File: src/rtl/fp_pkg.sv
// Shared types and constants for the single-precision FP adder datapath.
// Operands are unpacked into {sign, effective exponent, mantissa with hidden bit}.
package fp_pkg;

  localparam int EXP_W   = 8;
  localparam int FRAC_W  = 23;
  localparam int MANT_W  = FRAC_W + 1;
  localparam int OP_W    = 1 + EXP_W + FRAC_W;
  localparam int BIAS    = 127;
  localparam int SHIFT_W = $clog2(MANT_W + 1);

  typedef enum logic [2:0] {
    ST_IDLE   = 3'd0,
    ST_UNPACK = 3'd1,
    ST_SWAP   = 3'd2,
    ST_ALIGN  = 3'd3,
    ST_ADD    = 3'd4,
    ST_DONE   = 3'd5
  } state_e;

  typedef struct packed {
    logic              sign;
    logic [EXP_W-1:0]  exp;
    logic [MANT_W-1:0] mant;
  } op_t;

  // Denormals get exponent 1 and no hidden bit, so they align like normals.
  function automatic op_t unpack(input logic [OP_W-1:0] raw);
    op_t op;
    op.sign = raw[OP_W-1];
    op.exp  = (raw[OP_W-2 -: EXP_W] == '0) ? EXP_W'(1) : raw[OP_W-2 -: EXP_W];
    op.mant = {|raw[OP_W-2 -: EXP_W], raw[FRAC_W-1:0]};
    return op;
  endfunction

endpackage

File: src/rtl/operand_swap.sv
// Orders two unpacked operands by magnitude (A wins ties) and computes the
// clamped alignment distance for the smaller one.
module operand_swap
  import fp_pkg::*;
#(
  parameter int MAX_SHIFT = MANT_W
) (
  input  op_t                op_a,
  input  op_t                op_b,
  output op_t                big_op,
  output logic [MANT_W-1:0]  sml_mant,
  output logic [SHIFT_W-1:0] shift
);

  logic             a_is_big;
  logic [EXP_W-1:0] sml_exp;
  logic [EXP_W-1:0] diff;

  always_comb begin
    a_is_big = {op_a.exp, op_a.mant} >= {op_b.exp, op_b.mant};
    big_op   = a_is_big ? op_a : op_b;
    sml_mant = a_is_big ? op_b.mant : op_a.mant;
    sml_exp  = a_is_big ? op_b.exp : op_a.exp;
    diff     = big_op.exp - sml_exp;
    shift    = (diff > EXP_W'(MAX_SHIFT)) ? SHIFT_W'(MAX_SHIFT) : diff[SHIFT_W-1:0];
  end

endmodule

File: src/rtl/align_add_unit.sv
// Front half of the FP adder: unpack, order by magnitude, align the smaller
// mantissa one bit per cycle, then add or subtract. Feeds normalizing_unit.
module align_add_unit #(
  parameter int EXP_W     = fp_pkg::EXP_W,
  parameter int FRAC_W    = fp_pkg::FRAC_W,
  parameter int MAX_SHIFT = fp_pkg::MANT_W
) (
  input  logic                    Clk,
  input  logic                    Reset,
  input  logic                    enable,
  input  logic [EXP_W+FRAC_W:0]   operand_a,
  input  logic [EXP_W+FRAC_W:0]   operand_b,
  output logic                    carry,
  output logic [FRAC_W:0]         mantissa,
  output logic [EXP_W-1:0]        exponent,
  output logic                    sign,
  output logic                    done
);

  import fp_pkg::*;

  state_e              state_q, state_d;
  op_t                 a_q, a_d, b_q, b_d, big_q, big_d;
  logic [MANT_W-1:0]   sml_mant_q, sml_mant_d;
  logic [SHIFT_W-1:0]  cnt_q, cnt_d;
  logic                sub_q, sub_d;
  logic                carry_q, carry_d;
  logic [MANT_W-1:0]   mant_q, mant_d;
  logic [EXP_W-1:0]    exp_q, exp_d;
  logic                sign_q, sign_d;
  logic                done_q, done_d;

  op_t                 swap_big;
  logic [MANT_W-1:0]   swap_sml_mant;
  logic [SHIFT_W-1:0]  swap_shift;
  logic [MANT_W:0]     sum;

  operand_swap #(.MAX_SHIFT(MAX_SHIFT)) u_swap (
    .op_a     (a_q),
    .op_b     (b_q),
    .big_op   (swap_big),
    .sml_mant (swap_sml_mant),
    .shift    (swap_shift)
  );

  always_comb begin
    // NOTE: every always_comb output gets a default first so no path infers a latch.
    state_d    = state_q;
    a_d        = a_q;
    b_d        = b_q;
    big_d      = big_q;
    sml_mant_d = sml_mant_q;
    cnt_d      = cnt_q;
    sub_d      = sub_q;
    carry_d    = carry_q;
    mant_d     = mant_q;
    exp_d      = exp_q;
    sign_d     = sign_q;
    done_d     = done_q;
    sum        = '0;

    // Dropping enable anywhere aborts; data outputs keep their last values.
    if (state_q != ST_IDLE && !enable) begin
      state_d = ST_IDLE;
      done_d  = 1'b0;
    end else begin
      case (state_q)
        ST_IDLE: begin
          done_d = 1'b0;
          if (enable) state_d = ST_UNPACK;
        end
        ST_UNPACK: begin
          a_d     = unpack(operand_a);
          b_d     = unpack(operand_b);
          state_d = ST_SWAP;
        end
        ST_SWAP: begin
          big_d      = swap_big;
          sml_mant_d = swap_sml_mant;
          cnt_d      = swap_shift;
          sub_d      = a_q.sign ^ b_q.sign;
          state_d    = ST_ALIGN;
        end
        ST_ALIGN: begin
          if (cnt_q != '0) begin
            sml_mant_d = sml_mant_q >> 1;
            cnt_d      = cnt_q - 1'b1;
          end else begin
            state_d = ST_ADD;
          end
        end
        ST_ADD: begin
          if (sub_q) begin
            sum     = {1'b0, big_q.mant} - {1'b0, sml_mant_q};
            carry_d = 1'b0;
            sign_d  = (sum == '0) ? 1'b0 : big_q.sign;
          end else begin
            sum     = {1'b0, big_q.mant} + {1'b0, sml_mant_q};
            carry_d = sum[MANT_W];
            sign_d  = big_q.sign;
          end
          mant_d  = sum[MANT_W-1:0];
          exp_d   = big_q.exp;
          done_d  = 1'b1;
          state_d = ST_DONE;
        end
        ST_DONE: state_d = ST_DONE;
        default: state_d = ST_IDLE;
      endcase
    end
  end

  // NOTE: all state, including the operand holding registers, is cleared by the
  // async reset, and sequential blocks use non-blocking assignments only.
  always_ff @(posedge Clk or posedge Reset) begin
    if (Reset) begin
      state_q    <= ST_IDLE;
      a_q        <= '0;
      b_q        <= '0;
      big_q      <= '0;
      sml_mant_q <= '0;
      cnt_q      <= '0;
      sub_q      <= 1'b0;
      carry_q    <= 1'b0;
      mant_q     <= '0;
      exp_q      <= '0;
      sign_q     <= 1'b0;
      done_q     <= 1'b0;
    end else begin
      state_q    <= state_d;
      a_q        <= a_d;
      b_q        <= b_d;
      big_q      <= big_d;
      sml_mant_q <= sml_mant_d;
      cnt_q      <= cnt_d;
      sub_q      <= sub_d;
      carry_q    <= carry_d;
      mant_q     <= mant_d;
      exp_q      <= exp_d;
      sign_q     <= sign_d;
      done_q     <= done_d;
    end
  end

  assign carry    = carry_q;
  assign mantissa = mant_q;
  assign exponent = exp_q;
  assign sign     = sign_q;
  assign done     = done_q;

endmodule

File: config.mk
export PLATFORM = sky130hd
export DESIGN_NAME = align_add_unit
export DESIGN_NICKNAME = d
export VERILOG_FILES = /design/src/rtl/fp_pkg.sv /design/src/rtl/operand_swap.sv /design/src/rtl/align_add_unit.sv
export SDC_FILE = /design/constraint.sdc
export NUM_CORES = 1
export LEC_CHECK = 0
export ABC_AREA = 1
export BUFFER_PORTS_ARGS = -buffer_cell sky130_fd_sc_hd__buf_4
export CAP_MARGIN = 25
export CORE_MARGIN = 3
export CORE_UTILIZATION = 55
export DETAILED_ROUTE_END_ITERATION = 8
export PLACE_DENSITY = 0.85
export SYNTH_ARGS = -nofsm -noshare
export SYNTH_HDL_FRONTEND = slang
export SYNTH_SLANG_ARGS = --single-unit
File: constraint.sdc
create_clock -name Clk -period 13.6 [get_ports Clk]
set_input_delay 1.36 -clock Clk [delete_from_list [all_inputs] [get_ports Clk]]
set_output_delay 1.36 -clock Clk [all_outputs]
set_load 0.01 [all_outputs]
; Word-level counts from Yosys, hierarchy flattened
; Cells that the tools add are included.
[totals]
register_bits = 167
inputBits = 67
output_inout_bits = 35
word_cells = 72
[op_classes]
n_addsub = 4
order_cmp = 2
n_eq_ne = 8
muxes = 20
bitwise = 2
n_reduce_logical = 18
[op_table]
columns = operator, n
row1 = $mux 24, 3
row2 = $pmux 24 s2, 1
row3 = $mux 33, 1
row4 = $ge 32x32->1, 1
row5 = $add 24x24->25, 1
row6 = $logic_not 25->1, 1
row7 = $sub 24x24->25, 1
row8 = $mux 8, 3
row9 = $logic_not 8->1, 2
row10 = $reduce_or 8->1, 2
row11 = $pmux 3 s5, 1
row12 = $mux 5, 2
row13 = $pmux 5 s2, 1
row14 = $mux 3, 3
row15 = $gt 8x5->1 const B, 1
row16 = $reduce_and 2->1, 4
row17 = $sub 8x8->8, 1
row18 = $eq 3x2->1 const B, 2
row19 = $eq 3x3->1 const B, 2
row20 = $ne 3x3->1 const B, 2
row21 = $reduce_bool 3->1, 2
row22 = $reduce_bool 5->1, 1
row23 = $sub 5x1->5 const B, 1
row24 = $mux 1, 4
row25 = 11 further kinds, 11

; Depth between registers and ports, before layout
; Gate-level depths: netlist (run 1).
[depth]
word_depth = 6
ltp_mapped = 26

; Hierarchy
; From an unflattened synthesis (run 1), not the netlist that was laid out.
[hier_totals]
cells_unflattened = 1802
hier_area_um2 = 12096.6
[by_module_without_submodules]
columns = mod, instances, cells_each, area_each_um2, seq_area_each_um2
row1 = align_add_unit, 1, 1432, 10193.5, 4179.0
row2 = operand_swap, 1, 370, 1903.1, 0.0

; Worst setup path before layout (run 1)
; OpenSTA, ideal clock, no wires.
[synth_timing]
path_type = in2reg
startpoint = input enable
endpoint = register sml_mant_q[10]
setup_ns = 0.146
arrival_ns = 2.384
path_slack_ns = 11.070
path_stages = 8
n_path_buf = 2
cell_sequence = a21oi_1 inv_1 nand2_1 inv_1 buf_2 clkbuf_1 nand3_1 o221ai_1
[synth_between]
elab_chain_len = 4
[synth_lines]
columns = item, line
row1 = start: declaration, align_add_unit.sv:10  ; input logic enable,
row2 = $logic_not 1->1, align_add_unit.sv:63  ; if (state_q != ST_IDLE && !enable) begin
row3 = $logic_and 1x1->1, align_add_unit.sv:63
row4 = $not 1->1 (no line), n/a
row5 = $reduce_and 3->1 (no line), n/a
row6 = end signal: assignment, align_add_unit.sv:134  ; sml_mant_q <= sml_mant_d;
row7 = end: declaration, align_add_unit.sv:24  ; logic [MANT_W-1:0] sml_mant_q, sml_mant_d;
; No other way between the ends.
; A chain may end at the register's enable or synchronous reset.

; Worst setup path in the final report (run 1)
[layout_timing]
startpoint = register a_q[13] (netlist name)
endpoint = register cnt_q[3]
[layout_between]
elab_chain_len = 6
word_cells_on_any_way = 7
cone_classes = 1 x add/sub / 2 x order compare / 4 x mux
[layout_lines]
columns = item, line
row1 = start: declaration, align_add_unit.sv:23  ; op_t a_q, a_d, b_q, b_d, big_q, big_d;
row2 = start signal: assignment, align_add_unit.sv:118  ; a_q <= '0;
row3 = start signal: assignment, align_add_unit.sv:131  ; a_q <= a_d;
row4 = $ge 32x32->1 (*), operand_swap.sv:20  ; a_is_big = {op_a.exp, op_a.mant} >= {op_b.exp, op_b.mant};
row5 = $mux 33 or $mux 8 (tied branches), "operand_swap.sv:21, operand_swap.sv:23"
row6 = $sub 8x8->8 (*), operand_swap.sv:24  ; diff = big_op.exp - sml_exp;
row7 = $gt 8x5->1, operand_swap.sv:25  ; shift = (diff > EXP_W'(MAX_SHIFT)) ? SHIFT_W'(MAX_SHIFT) : diff[SHIFT_W-1:0];
row8 = $mux 5 (*), operand_swap.sv:25
row9 = $pmux 5 s2 (*), align_add_unit.sv:67  ; case (state_q)
row10 = end signal: assignment, align_add_unit.sv:135  ; cnt_q <= cnt_d;
row11 = end: declaration, align_add_unit.sv:25  ; logic [SHIFT_W-1:0] cnt_q, cnt_d;
; Every way passes the cells marked *; elsewhere a longest branch is shown, timed or not.

==> key figures, run 1 <==
Placement
  • Detailed Place HPWL: 22.1 mm
  • Placed inst area: ~12,000 sq um
  • GP Congestion: 0.967
  • Buffers added on ports: 101

Detailed routing
  • Total number of vias: 10,400
  • DR WL/cell: 16.0 um
  • Detailed Route Iter0 Violations: 992
  • Routed wire length: roughly 30 mm
  • Routed Antenna Nets: 0
  • Detailed-router iteration count before antenna repair: 6
  • Via/cell ratio: 5.60
  • DRC errors left: 0

CTS
  • Root Driver: clkbuf_16
  • Clock Sinks: 167
  • Clk Latency, worst-skew pair: 430 ps
  • Worst-path clk slew: 70 ps
  • Total setup buffers inserted after CTS: 0
  • Clock buffer depth: 2
  • H-tree depth: 4
  • CTS buffer count: 17
  • Hold Buf Count CTS: 0
  • Post-cts sizing count: 0
  • CTS tree: done

Floorplanning
  • Row count: between 50 and 60
  • DIE AREA: ~22,000 sq um
  • Io pins: 102
  • Total core area: 19,600 sq um
  • Initial Utilization: 0.565
  • Die height: roughly 150 um
  • Die Wd: approximately 150 um

Finish
  • Fillers: 1,699
  • Design area: between 10,000 and 15,000 sq um
  • P&R area growth vs syn: 13.8%
  • Layout Utilization: 0.642
  • Layout cells sized above 1: 0.111
  • Multi-input logic area: 5900 sq um
  • Inserted Diodes: 0
  • Final net count: roughly 1,700
  • Reg area: about 4200 sq um

Timing
  • Min Clock Period, post-route: between 3000 and 4000 ps
  • Final setup vio count: 0
  • Final TNS setup: 0 ps
  • Final Skew: 7.57 ps
  • Pins Over Slew Limit: 0
  • Worst slew pin tran: 1030 ps
  • Final hold viol count: 0
  • RSZ-0062 raised after global routing: false
  • Max frequency: 289 MHz
  • Period utilization: 0.254
  • Hold Slack: 485 ps
  • Slew HR: 0.315

Flow run
  • MaxCap Viol Count: 0

GRT
  • Grt ovf: 0
  • Global-route usage over all layers: 0.274
  • Initial antenna violation count: 0
  • Largest net degree at the start of global routing: 118
  • First-pass GRT wire length: 48.4 mm
  • Vias in the first global route: 9,566

Critical path
  • Type of origin of the critical path: flip-flop
  • Crit path capture type: flip-flop
  • Critical path arrival: approximately 3800 ps
  • Crit Path Category: reg2reg
  • CP max FO: 91
  • WP data required: 13,930 ps

Synth
  • Mapped Cells: approximately 1,500
  • Avg Inst Size Synth: 7.31 sq um
  • Area leader, netlist: dfrtp_1
  • Synth unique cells: 48
  • Mapped cell area: 11,100 sq um
  • Flops & latches, synth: 167
  • Area contributors post-synth: dfrtp_1 38%, nand2_1 12%, ha_1 9.3%
  • Sequential area share after synthesis: 0.378
  • Post-synth top area share: 0.378
  • YS warnings: 0
  • Syn Nets: approximately 1,700

Min path
  • Tightest Hold Check Type: reg2reg

Outcome
  • Status: completed
==> kinds of logic (layout without fill, tap and decap cells) <==
kind of cell,count (synthesis),count (layout),synth area share
DFF,167,167,0.378
adders and majority gates,84,84,0.0964
and+or+nand+nor,612,612,0.235
xor gates and xnor gates,25,25,0.0198
buffers and inverters,259,334,0.0893
AOI/OAI and AO/OA,365,365,0.181
==> stage by stage <==
| step | std cells | setup WS, ps |
|---|---|---|
| final | 1852 | 10140 |
| after CTS | 1852 | 10180 |
| after global placement | 1820 | 10050 |
| after detailed placement | 1820 | 10000 |
| after global routing | 1852 | 9800 |
| after floorplan | 1512 | 7720 |
==> final timing paths <==
kind | from | endpoint | slack, ps | depth (start not counted)
worst max-delay path | a_q[13]$_DFFE_PP0P_ | cnt_q[3]$_DFFE_PP0P_ | 10140 | 19
worst min-delay path | mantissa[0]$_DFFE_PP0P_ | mantissa[0]$_DFFE_PP0P_ | 480 | 2
worst min register to register | mantissa[0]$_DFFE_PP0P_ | mantissa[0]$_DFFE_PP0P_ | 480 | 2
worst max register to register | a_q[13]$_DFFE_PP0P_ | cnt_q[3]$_DFFE_PP0P_ | 10140 | 19
min in group asynchronous | Reset | mantissa[11]$_DFFE_PP0P_ | 1090 | 2
max in group asynchronous | Reset | sml_mant_q[3]$_DFFE_PP0P_ | 11140 | 3
==> placed cells by master, fill, tap and decap left out, drive strengths merged, types with 2 or more instances in the layout <==
| master | instances |
|---|---|
| clkinvlp | 2 |
| a21o | 5 |
| o21a | 2 |
| buf | 107 |
| a31oi | 7 |
| clkinv | 5 |
| bufinv | 3 |
| clkbuf | 18 |
| nand3 | 76 |
| ha | 82 |
| nand2 | 378 |
| nor2 | 113 |
| fa | 2 |
| xor2 | 24 |
| o21bai | 3 |
| a211oi | 2 |
| a21oi | 105 |
| o211ai | 6 |
| nor3 | 8 |
| o21ai | 202 |
| dfrtp | 167 |
| nand4 | 17 |
| nor4 | 7 |
| inv | 199 |
| o221ai | 22 |
| o31ai | 4 |
| nand3b | 4 |
| or2 | 6 |
| o22ai | 3 |
==> metal layers <==
metal / up-vias / global-route usage / wire length (um)
met5: - / 0 / 0
met4: 0 / 0.0722 / 577
met3: 42 / 0.0441 / 2520
met2: 464 / 0.405 / 12700
met1: 4763 / 0.419 / 13900
li1: 5097 / - / -
==> sequential cells by signal, indices dropped and copies added, names as in the netlist <==
register and count:
a_q 33, b_q 33, big_q 33, mantissa 24, sml_mant_q 24, exponent 8, cnt_q 5, state_q 3
carry 1, done 1, sign 1, sub_q 1
==> cell type report <==
class	count	area share
Multi-Input combinational cell	1086	0.469
Sequential cell	167	0.332
Timing Repair Buffer	107	0.0638
Inverter	195	0.0588
Clock buffer	18	0.0349
Tap cell	265	0.0264
Clock inverter	14	0.0149
==> critical path, cell delays in order (launching register included) <==
cell and delay, ps:
dfrtp_1 440, ha_1 330, a21oi_1 150, o21ai_0 90, a21oi_1 170, nand2_1 150
nand2_2 240, nand2_8 330, inv_4 370, nand2_2 110, nand2_1 120, nand3_2 130
nand2_2 90, nand2_1 50, nand2_1 50, nand2_1 80, nor2_4 180, nand3_1 120
nand2_1 80, nand2_1 50
==> Yosys cell counts, drive strengths merged <==
master,number
o221ai,22
buf,14
a21boi,1
nor3,8
ha,82
a31oi,7
nand2,378
a211oi,2
o21ai,202
clkinv,1
and3,1
o21a,2
dfrtp,167
xor2,24
o311ai,1
a21oi,105
o22ai,3
a221oi,1
inv,194
and2,1
or2,6
o211ai,6
o31ai,4
clkbuf,50
nand3b,4
nor2,113
nor4,7
nor3b,1
nand3,76
nand4,17
o21bai,3
xnor2,1
a21o,5
o22a,1
fa,2
Power of run 1 is not shown: default switching activity piles up to over one toggle a cycle in this logic, so the estimate is an artifact.
==> run 2, diff against run 1 <==
--- a/config.mk
+++ b/config.mk
@@ -5,7 +5,7 @@
 export SDC_FILE = /design/constraint.sdc
 export NUM_CORES = 1
 export LEC_CHECK = 0
-export ABC_AREA = 1
+export ABC_AREA = 0
 export BUFFER_PORTS_ARGS = -buffer_cell sky130_fd_sc_hd__buf_4
 export CAP_MARGIN = 25
 export CORE_MARGIN = 3
==> constraint.sdc (replaced) <==
create_clock -name Clk -period 3.4 [get_ports Clk]
set_input_delay 0.34 -clock Clk [delete_from_list [all_inputs] [get_ports Clk]]
set_output_delay 0.34 -clock Clk [all_outputs]
set_load 0.01 [all_outputs]
==> key figures, run 2 <==
Outcome
  • Status: finished, violations left
  • Failing checks: negative setup slack

Critical path
  • Critical path arrival: 3730 ps
  • Crit Path Category: reg2reg
  • Type of origin of the critical path: flip-flop
  • Reg2Reg Depth: 13
  • Crit path capture type: flip-flop
  • Minimum setup slack among reg-to-reg paths: -30 ps
  • Reg2reg end: cnt_q[1]$_DFFE_PP0P_
  • R2R Path Start: a_q[30]$_DFFE_PP0P_
  • WP data required: 3710 ps
  • CP max FO: 3

Timing
  • RSZ-0062 raised after global routing: true
  • Period utilization: 1.01
  • Max frequency: 292 MHz
  • Final hold viol count: 0
  • Pins Over Slew Limit: 0
  • Slew HR: 0.532
  • Final setup vio count: 2
  • Final Skew: between 9 and 10 ps
  • Fin worst setup slack: -26.0 ps
  • Min Clock Period, post-route: between 3000 and 4000 ps
  • Worst slew pin tran: 702 ps

Synth
  • Top cells by count, synth: 167 x dfrtp_1, 122 x o21ai_0, 117 x nand2_1
  • FFs w/ async S/R, synth: 1.00
  • Mapped cell area: between 10,000 and 15,000 sq um
  • Area leader, netlist: dfrtp_1
  • Synth unique cells: 69
  • EDFF count, synth: 0
  • Syn Nets: around 1,300
  • Most used DFF post-synth: dfrtp_1
  • Mapped Cells: 1,191
  • YS warnings: 0
  • Avg Inst Size Synth: between 8 and 9 sq um
  • Post-synth top area share: 0.394
  • Most frequent cell after synthesis: dfrtp_1
  • Flops & latches, synth: 167
  • Sequential area share after synthesis: 0.394
  • Area contributors post-synth: dfrtp_1 39%, ha_1 9.7%, o21ai_0 5.8%

Placement
  • Placed inst area: ~12,000 sq um
  • Buffers added on ports: 101
  • Pre-CTS setup slack: -190 ps
  • GP Congestion: 0.993
  • Detailed Place HPWL: 21.0 mm

GRT
  • Vias in the first global route: 9,220
  • Grt ovf: 0
  • Global-route usage over all layers: 0.276
  • Initial antenna violation count: 0
  • Largest net degree at the start of global routing: 90
  • First-pass GRT wire length: between 40 and 50 mm

Finish
  • Layout cells sized above 1: 0.258
  • Fillers: 1,414
  • Final net count: approximately 1,500
  • Most common cell after layout, fill and taps aside: buf_4
  • P&R area growth vs syn: 25.7%
  • Multi-input logic area: ~6300 sq um
  • Inserted Diodes: 0
  • Largest registers: a_q (33), b_q (33), big_q (33)
  • Design area: ~13,000 sq um
  • Reg area: roughly 4200 sq um
  • Commonest non-fill, non-tap cells in the layout: 207 x buf_4, 167 x dfrtp_1, 117 x o21ai_0, 116 x nand2_1

Floorplanning
  • Die Wd: around 140 um
  • Die height: 145 um
  • Initial Utilization: 0.563
  • Total core area: 18,800 sq um
  • DIE AREA: between 20,000 and 25,000 sq um
  • Row count: 50
  • Io pins: 102

CTS
  • Root Driver: clkbuf_16
  • Clock Sinks: 167
  • CTS tree: done
  • H-tree depth: 4
  • Worst-path clk slew: about 70 ps
  • Hold Buf Count CTS: 0
  • Clock buffer depth: 2
  • Clk Latency, worst-skew pair: between 400 and 500 ps
  • CTS buffer count: 17

Detailed routing
  • DR WL/cell: 18.0 um
  • Detailed Route Iter0 Violations: 868
  • Total number of vias: 9,534
  • Detailed-router iteration count before antenna repair: 5
  • Via/cell ratio: about 5.8
  • DRC errors left: 0
  • Routed Antenna Nets: 0
  • Routed wire length: 29.3 mm

Flow run
  • MaxCap Viol Count: 0

Min path
  • Tightest Hold Check Type: in2async
[run 2: cell count changes in the layout (fill, tap and decap cells not counted), sizes merged, moves of 36 or more]
cell   delta
mux2     +42
nand3    -45
nand2   -261
buf     +105
inv     -100
mux2i    +36
o21ai    -78
[run 2: layout make-up]
type | count | area share
multi-input cells | 867 | 0.469
repair buffers | 212 | 0.123
flip-flops and latches | 167 | 0.313
clock buffers | 18 | 0.0322
inverters | 95 | 0.0274
clock inverters | 14 | 0.0103
well taps | 260 | 0.0244
[run 2: repair_timing]
item                                    CTS  global route
buffers inserted                          6            10
pin swaps                                12            32
endpoints found under the setup margin    6            12
resized for setup                        26            53
[run 2: metal layers]
layer  vias to the layer above  part of all wire  GRT usage
li1                       4544                 -          -
met1                      4598              0.45      0.398
met2                       345              0.47      0.439
met3                        47             0.057     0.0430
met4                         0             0.020     0.0658
met5                         -                 0          0
[run 2: worst max-delay path by stage]
stage,startpoint,to,slack (ps),cells after the start
after floorplan,a_q[30]$_DFFE_PP0P_,cnt_q[1]$_DFFE_PP0P_,30,12
after global placement,a_q[2]$_DFFE_PP0P_,cnt_q[1]$_DFFE_PP0P_,-140,12
after detailed placement,a_q[2]$_DFFE_PP0P_,cnt_q[1]$_DFFE_PP0P_,-190,12
after CTS,b_q[30]$_DFFE_PP0P_,cnt_q[2]$_DFFE_PP0P_,7,13
after global routing,b_q[31]$_DFFE_PP0P_,cnt_q[0]$_DFFE_PP0P_,-160,16
final,a_q[30]$_DFFE_PP0P_,cnt_q[1]$_DFFE_PP0P_,-30,13
[run 2: through the flow]
stage               hold slack (ps)  cells  setup TNS (ps)   util
detailed placement              468   1586            -761  0.649
floorplan                       446   1191               0      -
finish                         15.7   1633           -35.2  0.708
global route                   51.2   1633            -880  0.708
global placement                460   1586            -421  0.649
CTS                            35.3   1623               0  0.688
[run 2: kinds of logic (layout without fill, tap and decap cells)]
kind of cell,Yosys count,count (layout),share of synthesized area
XOR/XNOR,43,43,0.0355
buffers and inverters,157,339,0.0557
multiplexers,78,78,0.0789
AO/OA/AOI/OAI,344,344,0.200
adder cells (fa/ha/maj),84,84,0.101
AND/OR/NAND/NOR,318,318,0.135
flip-flops,167,167,0.394
[run 2: worst max-delay path, stage by stage, from the launching register on]
cell and delay, ps:
dfrtp_1 400, ha_1 340, and3_4 180, a221o_1 360, a31oi_4 190, o22ai_4 110, buf_4 180, a2111oi_4 380
a31oi_2 110, xnor2_1 220, nor3_1 70, and4_1 230, o32a_1 200, a221o_1 340
Power of run 2 is left out for the same reason.
